--- src/rtl/writeback_arbiter.sv ---
// Writeback arbiter: per-source FIFOs drained one entry per cycle into the register-file write port.
// Define WRITEBACK_FIXED_PRIORITY_EN for lowest-index-first arbitration instead of round-robin.
module writeback_arbiter #(
    parameter int DATABITWIDTH    = 16,
    parameter int REGADDRBITWIDTH = 4,
    parameter int SOURCECOUNT     = 4,
    parameter int BUFFERDEPTH     = 2
) (
    input  logic                                   clk,
    input  logic                                   clk_en,
    input  logic                                   sync_rst,
    input  logic [SOURCECOUNT-1:0]                 Src_Valid,
    input  logic [SOURCECOUNT*REGADDRBITWIDTH-1:0] Src_Addr,
    input  logic [SOURCECOUNT*DATABITWIDTH-1:0]    Src_Data,
    output logic [SOURCECOUNT-1:0]                 Src_Ready,
    output logic                                   Write_En,
    output logic [REGADDRBITWIDTH-1:0]             Write_Address,
    output logic [DATABITWIDTH-1:0]                Write_Data,
    output logic                                   Forward1Valid,
    output logic [REGADDRBITWIDTH-1:0]             Forward1RegAddr,
    output logic [DATABITWIDTH-1:0]                Forward1Data,
    output logic                                   WritebackCongestion,
    output logic                                   WritebackIdle
);

    localparam int IW = $clog2(SOURCECOUNT);
    localparam int PW = $clog2(BUFFERDEPTH);
    localparam int CW = PW + 1;
    localparam logic [CW-1:0] FULL_CNT = CW'(BUFFERDEPTH);
    localparam logic [IW-1:0] LAST_SRC = IW'(SOURCECOUNT - 1);

    logic [SOURCECOUNT-1:0]     empty;
    logic [SOURCECOUNT-1:0]     full;
    logic [SOURCECOUNT-1:0]     push;
    logic [SOURCECOUNT-1:0]     pop;
    logic [REGADDRBITWIDTH-1:0] head_addr [SOURCECOUNT];
    logic [DATABITWIDTH-1:0]    head_data [SOURCECOUNT];

    logic          gnt_valid;
    logic [IW-1:0] gnt_idx;
    logic [IW-1:0] cand;

    logic                       wr_en_q;
    logic                       wr_en_d;
    logic [REGADDRBITWIDTH-1:0] wr_addr_q;
    logic [REGADDRBITWIDTH-1:0] wr_addr_d;
    logic [DATABITWIDTH-1:0]    wr_data_q;
    logic [DATABITWIDTH-1:0]    wr_data_d;

    for (genvar g = 0; g < SOURCECOUNT; g++) begin : g_fifo
        logic [REGADDRBITWIDTH-1:0] addr_mem_q [BUFFERDEPTH];
        logic [DATABITWIDTH-1:0]    data_mem_q [BUFFERDEPTH];
        logic [PW-1:0]              wr_ptr_q;
        logic [PW-1:0]              wr_ptr_d;
        logic [PW-1:0]              rd_ptr_q;
        logic [PW-1:0]              rd_ptr_d;
        logic [CW-1:0]              count_q;
        logic [CW-1:0]              count_d;

        // Readiness comes from registered occupancy only: no pass-through.
        assign full[g]      = (count_q == FULL_CNT);
        assign empty[g]     = (count_q == '0);
        assign push[g]      = Src_Valid[g] & ~full[g];
        assign pop[g]       = gnt_valid && (gnt_idx == IW'(g));
        assign head_addr[g] = addr_mem_q[rd_ptr_q];
        assign head_data[g] = data_mem_q[rd_ptr_q];

        always_comb begin
            wr_ptr_d = wr_ptr_q;
            rd_ptr_d = rd_ptr_q;
            count_d  = count_q;
            if (push[g]) wr_ptr_d = wr_ptr_q + PW'(1);
            if (pop[g])  rd_ptr_d = rd_ptr_q + PW'(1);
            if (push[g] && !pop[g]) begin
                count_d = count_q + CW'(1);
            end else if (!push[g] && pop[g]) begin
                count_d = count_q - CW'(1);
            end
        end

        always_ff @(posedge clk) begin
            if (sync_rst) begin
                wr_ptr_q <= '0;
                rd_ptr_q <= '0;
                count_q  <= '0;
            end else if (clk_en) begin
                wr_ptr_q <= wr_ptr_d;
                rd_ptr_q <= rd_ptr_d;
                count_q  <= count_d;
            end
        end

        always_ff @(posedge clk) begin
            if (clk_en && !sync_rst && push[g]) begin
                addr_mem_q[wr_ptr_q] <=
                    Src_Addr[g*REGADDRBITWIDTH +: REGADDRBITWIDTH];
                data_mem_q[wr_ptr_q] <=
                    Src_Data[g*DATABITWIDTH +: DATABITWIDTH];
            end
        end
    end

`ifndef WRITEBACK_FIXED_PRIORITY_EN
    logic [IW-1:0] rr_ptr_q;
    logic [IW-1:0] rr_ptr_d;

    always_comb begin
        rr_ptr_d = rr_ptr_q;
        if (gnt_valid) begin
            rr_ptr_d = (gnt_idx == LAST_SRC) ? '0 : gnt_idx + IW'(1);
        end
    end

    always_ff @(posedge clk) begin
        if (sync_rst) begin
            rr_ptr_q <= '0;
        end else if (clk_en) begin
            rr_ptr_q <= rr_ptr_d;
        end
    end
`endif

    // Scan downwards so the closest candidate to the start point wins.
    always_comb begin
        gnt_valid = 1'b0;
        gnt_idx   = '0;
        cand      = '0;
        for (int k = SOURCECOUNT - 1; k >= 0; k--) begin
`ifdef WRITEBACK_FIXED_PRIORITY_EN
            cand = IW'(k);
`else
            cand = IW'((int'(rr_ptr_q) + k) % SOURCECOUNT);
`endif
            if (!empty[cand]) begin
                gnt_valid = 1'b1;
                gnt_idx   = cand;
            end
        end
    end

    always_comb begin
        wr_en_d   = gnt_valid;
        wr_addr_d = wr_addr_q;
        wr_data_d = wr_data_q;
        if (gnt_valid) begin
            wr_addr_d = head_addr[gnt_idx];
            wr_data_d = head_data[gnt_idx];
        end
    end

    always_ff @(posedge clk) begin
        if (sync_rst) begin
            wr_en_q   <= 1'b0;
            wr_addr_q <= '0;
            wr_data_q <= '0;
        end else if (clk_en) begin
            wr_en_q   <= wr_en_d;
            wr_addr_q <= wr_addr_d;
            wr_data_q <= wr_data_d;
        end
    end

    assign Src_Ready           = ~full;
    assign Write_En            = wr_en_q;
    assign Write_Address       = wr_addr_q;
    assign Write_Data          = wr_data_q;
    assign Forward1Valid       = wr_en_q;
    assign Forward1RegAddr     = wr_addr_q;
    assign Forward1Data        = wr_data_q;
    assign WritebackCongestion = |full;
    assign WritebackIdle       = (&empty) & ~wr_en_q;

endmodule

--- config.mk ---
export PLATFORM = sky130hd
export DESIGN_NAME = writeback_arbiter
export DESIGN_NICKNAME = d
export VERILOG_FILES = /design/src/rtl/writeback_arbiter.sv
export SDC_FILE = /design/constraint.sdc
export NUM_CORES = 1
export LEC_CHECK = 0
export ABC_AREA = 1
export CAP_MARGIN = 20
export CORE_MARGIN = 2
export CORE_UTILIZATION = 45
export CTS_BUF_LIST = sky130_fd_sc_hd__clkbuf_16
export DETAILED_ROUTE_END_ITERATION = 10
export GPL_TIMING_DRIVEN = 1
export PLACE_DENSITY_LB_ADDON = 0.1
export REMOVE_ABC_BUFFERS = 1
export SKIP_CTS_REPAIR_TIMING = 1
export SYNTH_ARGS = -nofsm -noshare
export SYNTH_HDL_FRONTEND = slang
export SYNTH_SLANG_ARGS = --single-unit
--- constraint.sdc ---
create_clock -name clk -period 4.1 [get_ports clk]
set_clock_uncertainty 0.2 [all_clocks]
set_input_delay 1.025 -clock clk [delete_from_list [all_inputs] [get_ports clk]]
set_output_delay 1.025 -clock clk [all_outputs]
set_load 0.02 [all_outputs]
Word-level counts from Yosys, hierarchy flattened
Memories as Yosys holds them, arrays and structs flattened. A register that Yosys moved wholly into a read port is not among the register bits. Cells that the tools add are included. W data, S select, Z words.

Register bits after elaboration: 39. Bits in writable memories: 160. Bits of input ports: 87. Output and inout port bits: 48. Logic and storage cells: 173. Memories kept: 8.

Memories: g_fifo[0].data_mem_q (words 2, bits a word 16, rd ports 1, clocked after memory_dff 1, write ports 1, line 52) `logic [DATABITWIDTH-1:0] data_mem_q [BUFFERDEPTH];`; g_fifo[1].data_mem_q (words 2, bits a word 16, rd ports 1, clocked after memory_dff 1, write ports 1, line 52); g_fifo[2].data_mem_q (words 2, bits a word 16, rd ports 1, clocked after memory_dff 1, write ports 1, line 52); g_fifo[3].data_mem_q (words 2, bits a word 16, rd ports 1, clocked after memory_dff 1, write ports 1, line 52); g_fifo[0].addr_mem_q (words 2, bits a word 4, rd ports 1, clocked after memory_dff 1, write ports 1, line 51) `logic [REGADDRBITWIDTH-1:0] addr_mem_q [BUFFERDEPTH];`; g_fifo[1].addr_mem_q (words 2, bits a word 4, rd ports 1, clocked after memory_dff 1, write ports 1, line 51); +2 memories.

Add/sub/neg operators: 20. Magnitude comparators: 5. Equality and inequality tests: 7. Multiplexer cells: 55. Bitwise gates (word level): 12. Reduce and logical (&&, ||, !) cells: 50.

Operators by type and width (count): $bmux W16 S2 (1); $mux W1 (32); $mux W16 (2); $mux W2 (13); $reduce_and A2 Y1 (13); $logic_and A1 B1 Y1 (17); $add A2 B1 Y2 const B (6); $eq A2 B2 Y1 const B (6); $lt A2 B3 Y1 const B (4); $logic_not A2 Y1 (5); $logic_not A1 Y1 (9); $add A1 B1 Y1 const B (8); $bmux W1 S2 (4); $bmux W4 S2 (1); $mux W4 (2); $reduce_bool A2 Y1 (4); $sub A2 B1 Y2 const B (4); $and A1 B1 Y1 (5); $not A1 Y1 (5); $add A2 B2 Y2 const B (2); $not A4 Y4 (1); $reduce_and A4 Y1 (1); $reduce_or A4 Y1 (1); $ge A3 B3 Y1 const B (1); other kinds (2) (2).

Logic depth before layout (Yosys ltp)
Word-level depth: 13. Depth in mapped cells: 21. Gate-level depth less buffers: 19.

Worst setup path after synthesis
No wires, ideal clock.

Kind: input-to-reg. From: in clk_en. To: mem g_fifo[0].addr_mem_q[1][0] (enable). Setup time: 0.422 ns. Arrival time: 2.798 ns. Required time: 3.478 ns. Setup slack: 0.680 ns. Cell stages on the path: 4. Path buffers: 0. Cells stage by stage: clkinv_1 nor2_1 inv_1 nor3_1.

Cells in the longest elaborated chain, start to end: 4.

RTL lines: start, declared (line 10) `input logic clk_en,`; $logic_and A1 B1 Y1 (2 in series) (line 94) `if (clk_en && !sync_rst && push[g]) begin`; $mux W1 (line 94); $mux W1 (not written as such) (line 95) `addr_mem_q[wr_ptr_q] <=`; end, declared (line 51).

No other way between the ends.

Worst setup path in the final report
From: reg g_fifo[3].count_q[1]. To: out WritebackIdle.

Cells in the longest elaborated chain, start to end: 3.

RTL lines: start, declared (line 57) `logic [CW-1:0] count_q;`; start signal, assigned (line 89) `count_q <= count_d;`; $logic_not A2 Y1 (line 62) `assign empty[g] = (count_q == '0);`; $reduce_and A4 Y1 (line 171) `assign WritebackIdle = (&empty) & ~wr_en_q;`; $and A1 B1 Y1 (line 171); end, declared (line 23) `output logic WritebackIdle`.

No other way between the ends.

==> results.py <==
metrics = {
    "run_status": {
        "status": "completed",
    },
    "worst_setup_path": {
        "critical-path-top-delay-family": "simple AND/OR/NAND/NOR gates",
        "crit_chain": "nor2_1 > nand4_1 > nor2_1 > clkdlybuf4s50_1",
        "cpMaxStageDelayCell": "clkdlybuf4s50_1",
        "reg2regPathDepth": 16,
        "max_stage_delay_ns": 0.61,
        "crit_top_cell": "nor2_1",
        "crit_path_end_kind": "output pin",
        "required_ns": 2.87,
        "critPathLaunchType": "register",
        "critPathKind": "register to output pin",
        "crit_arrival_ns": 2.07,
        "critPathBufInv": 1,
        "path_depth": 4,
        "crit_fanout": 3,
    },
    "die": {
        "die_h_um": 142,
        "num_io_pins": 135,
        "start_util_pct": 45.8,
        "dieArea_um2": 20200,
        "rows": 50,
        "dieWidth_um": 142,
        "core_um2": 18700,
    },
    "timing": {
        "max_freq_mhz": 303,
        "holdWs_ns": 0.263,
        "fin_tns_setup_ns": 0,
        "slew_headroom_pct": 35.6,
        "rsz0062_at_grt": "no",
        "finalCritPeriodShare_pct": 80.5,
        "setup_viol_count_final": 0,
        "slew_viol_final": 0,
        "hold_viol_final": 0,
        "worst_pin_slew_ns": 0.964,
        "period_minus_slack_ns": 3.30,
    },
    "finish": {
        "fillers": 1533,
        "drive_gt1_share_pct": 9.92,
        "diodes": 0,
        "layout-area-overhead-vs-synth_pct": 26.0,
        "finalNetCount": 972,
        "ff_latch_area_um2": 5670,
        "multi_input_area_um2": 2440,
    },
    "power_and_ir_drop": {
        "leakagePower_nw": 4.00,
        "swShare_pct": 39.0,
        "clockPowerShare_pct": 25.1,
        "p_seq_share_pct": 32.9,
        "power.density_nw_per_um2": 728,
        "p_int_w": 0.00479,
        "p_sw_w": 0.00307,
        "ir_worst_vdd_uv": 531,
        "pwr-share-comb_pct": 42.0,
    },
    "clock_tree": {
        "clk_transition_reported_paths_ns": 0.06,
        "clock_path_buffers": 3,
        "clockRootBuffer": "clkbuf_16",
        "cts_buffers": 22,
        "cts_tree": "done",
        "clock_sinks": 203,
        "htreeDepth": 1,
        "clkLatencyLatePin_ns": 0.50,
    },
    "synth": {
        "synth_cell_types": 30,
        "avgSynthCellArea_um2": 11.3,
        "synthCells": 759,
        "synth_area_leaders": "edfxtp_1 56%, dfxtp_1 10%, nand2_1 8.4%",
        "synth_async_sr_flop_share_pct": 0,
        "synth_common_cells": "192 x nand2_1, 160 x edfxtp_1, 68 x nand3_1, 64 x nor2_1, 43 x dfxtp_1",
        "synth.cell_area_um2": 8560,
        "yosysSeqAreaShare_pct": 66.2,
        "synth-main-ff-cell": "edfxtp_1",
        "ys_ff_latch": 203,
        "yosysTopAreaCell": "edfxtp_1",
        "synth_edf_count": 160,
        "synth_top_area_share_pct": 56.1,
        "synth_most_common_cell": "nand2_1",
        "ys.warnings.count": 0,
    },
    "detailed_routing": {
        "via_per_inst": 5.04,
        "avgRoutedWirePerCell_um": 16.8,
        "drc": 0,
        "num_vias": 5704,
        "ant_nets": 0,
        "dr.pass1.iters": 4,
        "drt_iter0_drc": 319,
        "drt-total-wl_mm": 18.9,
    },
    "global_route": {
        "grt_max_degree": 47,
        "grt_usage_pct": 18.6,
        "antenna_found_initial": 0,
        "grt_pass1_vias": 5444,
        "grt_pass1_wl_mm": 28.7,
        "grt.overflow.total": 0,
    },
    "placed_design": {
        "gp_congestion": 0.811,
        "io_buffers": 134,
        "dp_hpwl_mm": 12.8,
    },
    "min_path": {
        "hold_path_depth": 2,
        "holdCritPathClass": "register to register",
    },
    "flow_run": {
        "drv_cap": 0,
    },
}
-- cell families after synthesis --
| logic type | synth area share, % |
|---|---|
| AOI/OAI and AO/OA | 3.64 |
| adders and majority gates | 0.584 |
| buffers and inverters | 5.68 |
| DFF | 66.2 |
| muxes | 7.42 |
| and+or+nand+nor | 16.5 |
-- worst reg2reg max path: stages (launching register included) --
cell	delay, ns
dfxtp_1	0.55
nand2_1	0.12
nand2_1	0.12
nand3_1	0.11
nand2_1	0.10
inv_2	0.05
a21oi_2	0.15
nand2_4	0.19
nand2_8	0.33
nand3_1	0.13
ha_1	0.29
nor2_1	0.11
inv_1	0.08
a21oi_1	0.12
o21ai_0	0.12
o21ai_0	0.18
a21oi_1	0.06
-- flip-flops by register name, indices dropped and copies added (netlist names), named ones only --
signal	count
Forward1Data	16
rr_ptr_q	2
g_fifo.count_q	8
g_fifo.addr_mem_q	32
g_fifo.wr_ptr_q	4
g_fifo.rd_ptr_q	4
Forward1RegAddr	4
g_fifo.data_mem_q	128
Forward1Valid	1
-- placed cells by master, fill, tap and decap left out, drive strengths merged, types with 3 or more instances in the layout --
cell	n
nand4	3
mux2	20
o21ai	35
inv	41
clkbuf	23
a21oi	23
edfxtp	160
clkinv	11
ha	4
clkdlybuf4s50	134
nand2	196
buf	18
nor3	5
bufinv	3
dfxtp	43
mux2i	41
nor2	66
nand3	68
-- through the flow --
step | instance area [um2] | std cells | utilization [%] | power, W | setup slack [ns]
after floorplan | 8230 | 705 | - | 0.00464 | 0.680
after global placement | 10000 | 1089 | 53.5 | 0.00587 | 0.673
after detailed placement | 10000 | 1090 | 53.7 | 0.00593 | 0.635
after CTS | 10800 | 1130 | 57.5 | 0.00792 | 0.832
after global routing | 10800 | 1131 | 57.7 | 0.00833 | 0.674
final | 10800 | 1131 | 57.7 | 0.00786 | 0.801
-- worst paths after layout --
path                        start                    to  slack [ns]
max reg2reg           rr_ptr_q[0]  g_fifo[0].count_q[1]        0.98
min            g_fifo[2].wr_ptr_q    g_fifo[2].wr_ptr_q        0.26
min reg2reg    g_fifo[2].wr_ptr_q    g_fifo[2].wr_ptr_q        0.26
max          g_fifo[3].count_q[1]         WritebackIdle        0.80
-- power groups by stage --
stage	Combinational [W]	Sequential, W	Clock [W]
2_1_floorplan	0.00183	0.00281	0
3_3_place_gp	0.00322	0.00265	0
3_5_place_dp	0.00329	0.00264	0
4_1_cts	0.00330	0.00260	0.00201
5_1_grt	0.00363	0.00261	0.00209
6_report	0.00330	0.00258	0.00197
-- layout make-up --
class                      instances  share of cell area (%)
tap                              234                    2.71
timing repair buffer             152                    14.1
inverter                          39                    1.40
clock inverter                    17                    1.41
sequential                       203                    52.5
clock buffer                      23                    5.33
multi-input combinational        463                    22.6
-- routing by layer --
layer | routed length (um) | global-route usage, %
met1 | 7860 | 23.2
met2 | 9570 | 32.8
met3 | 952 | 2.99
met4 | 564 | 7.00
met5 | 0 | 0
(Power assumes the default switching activity.)
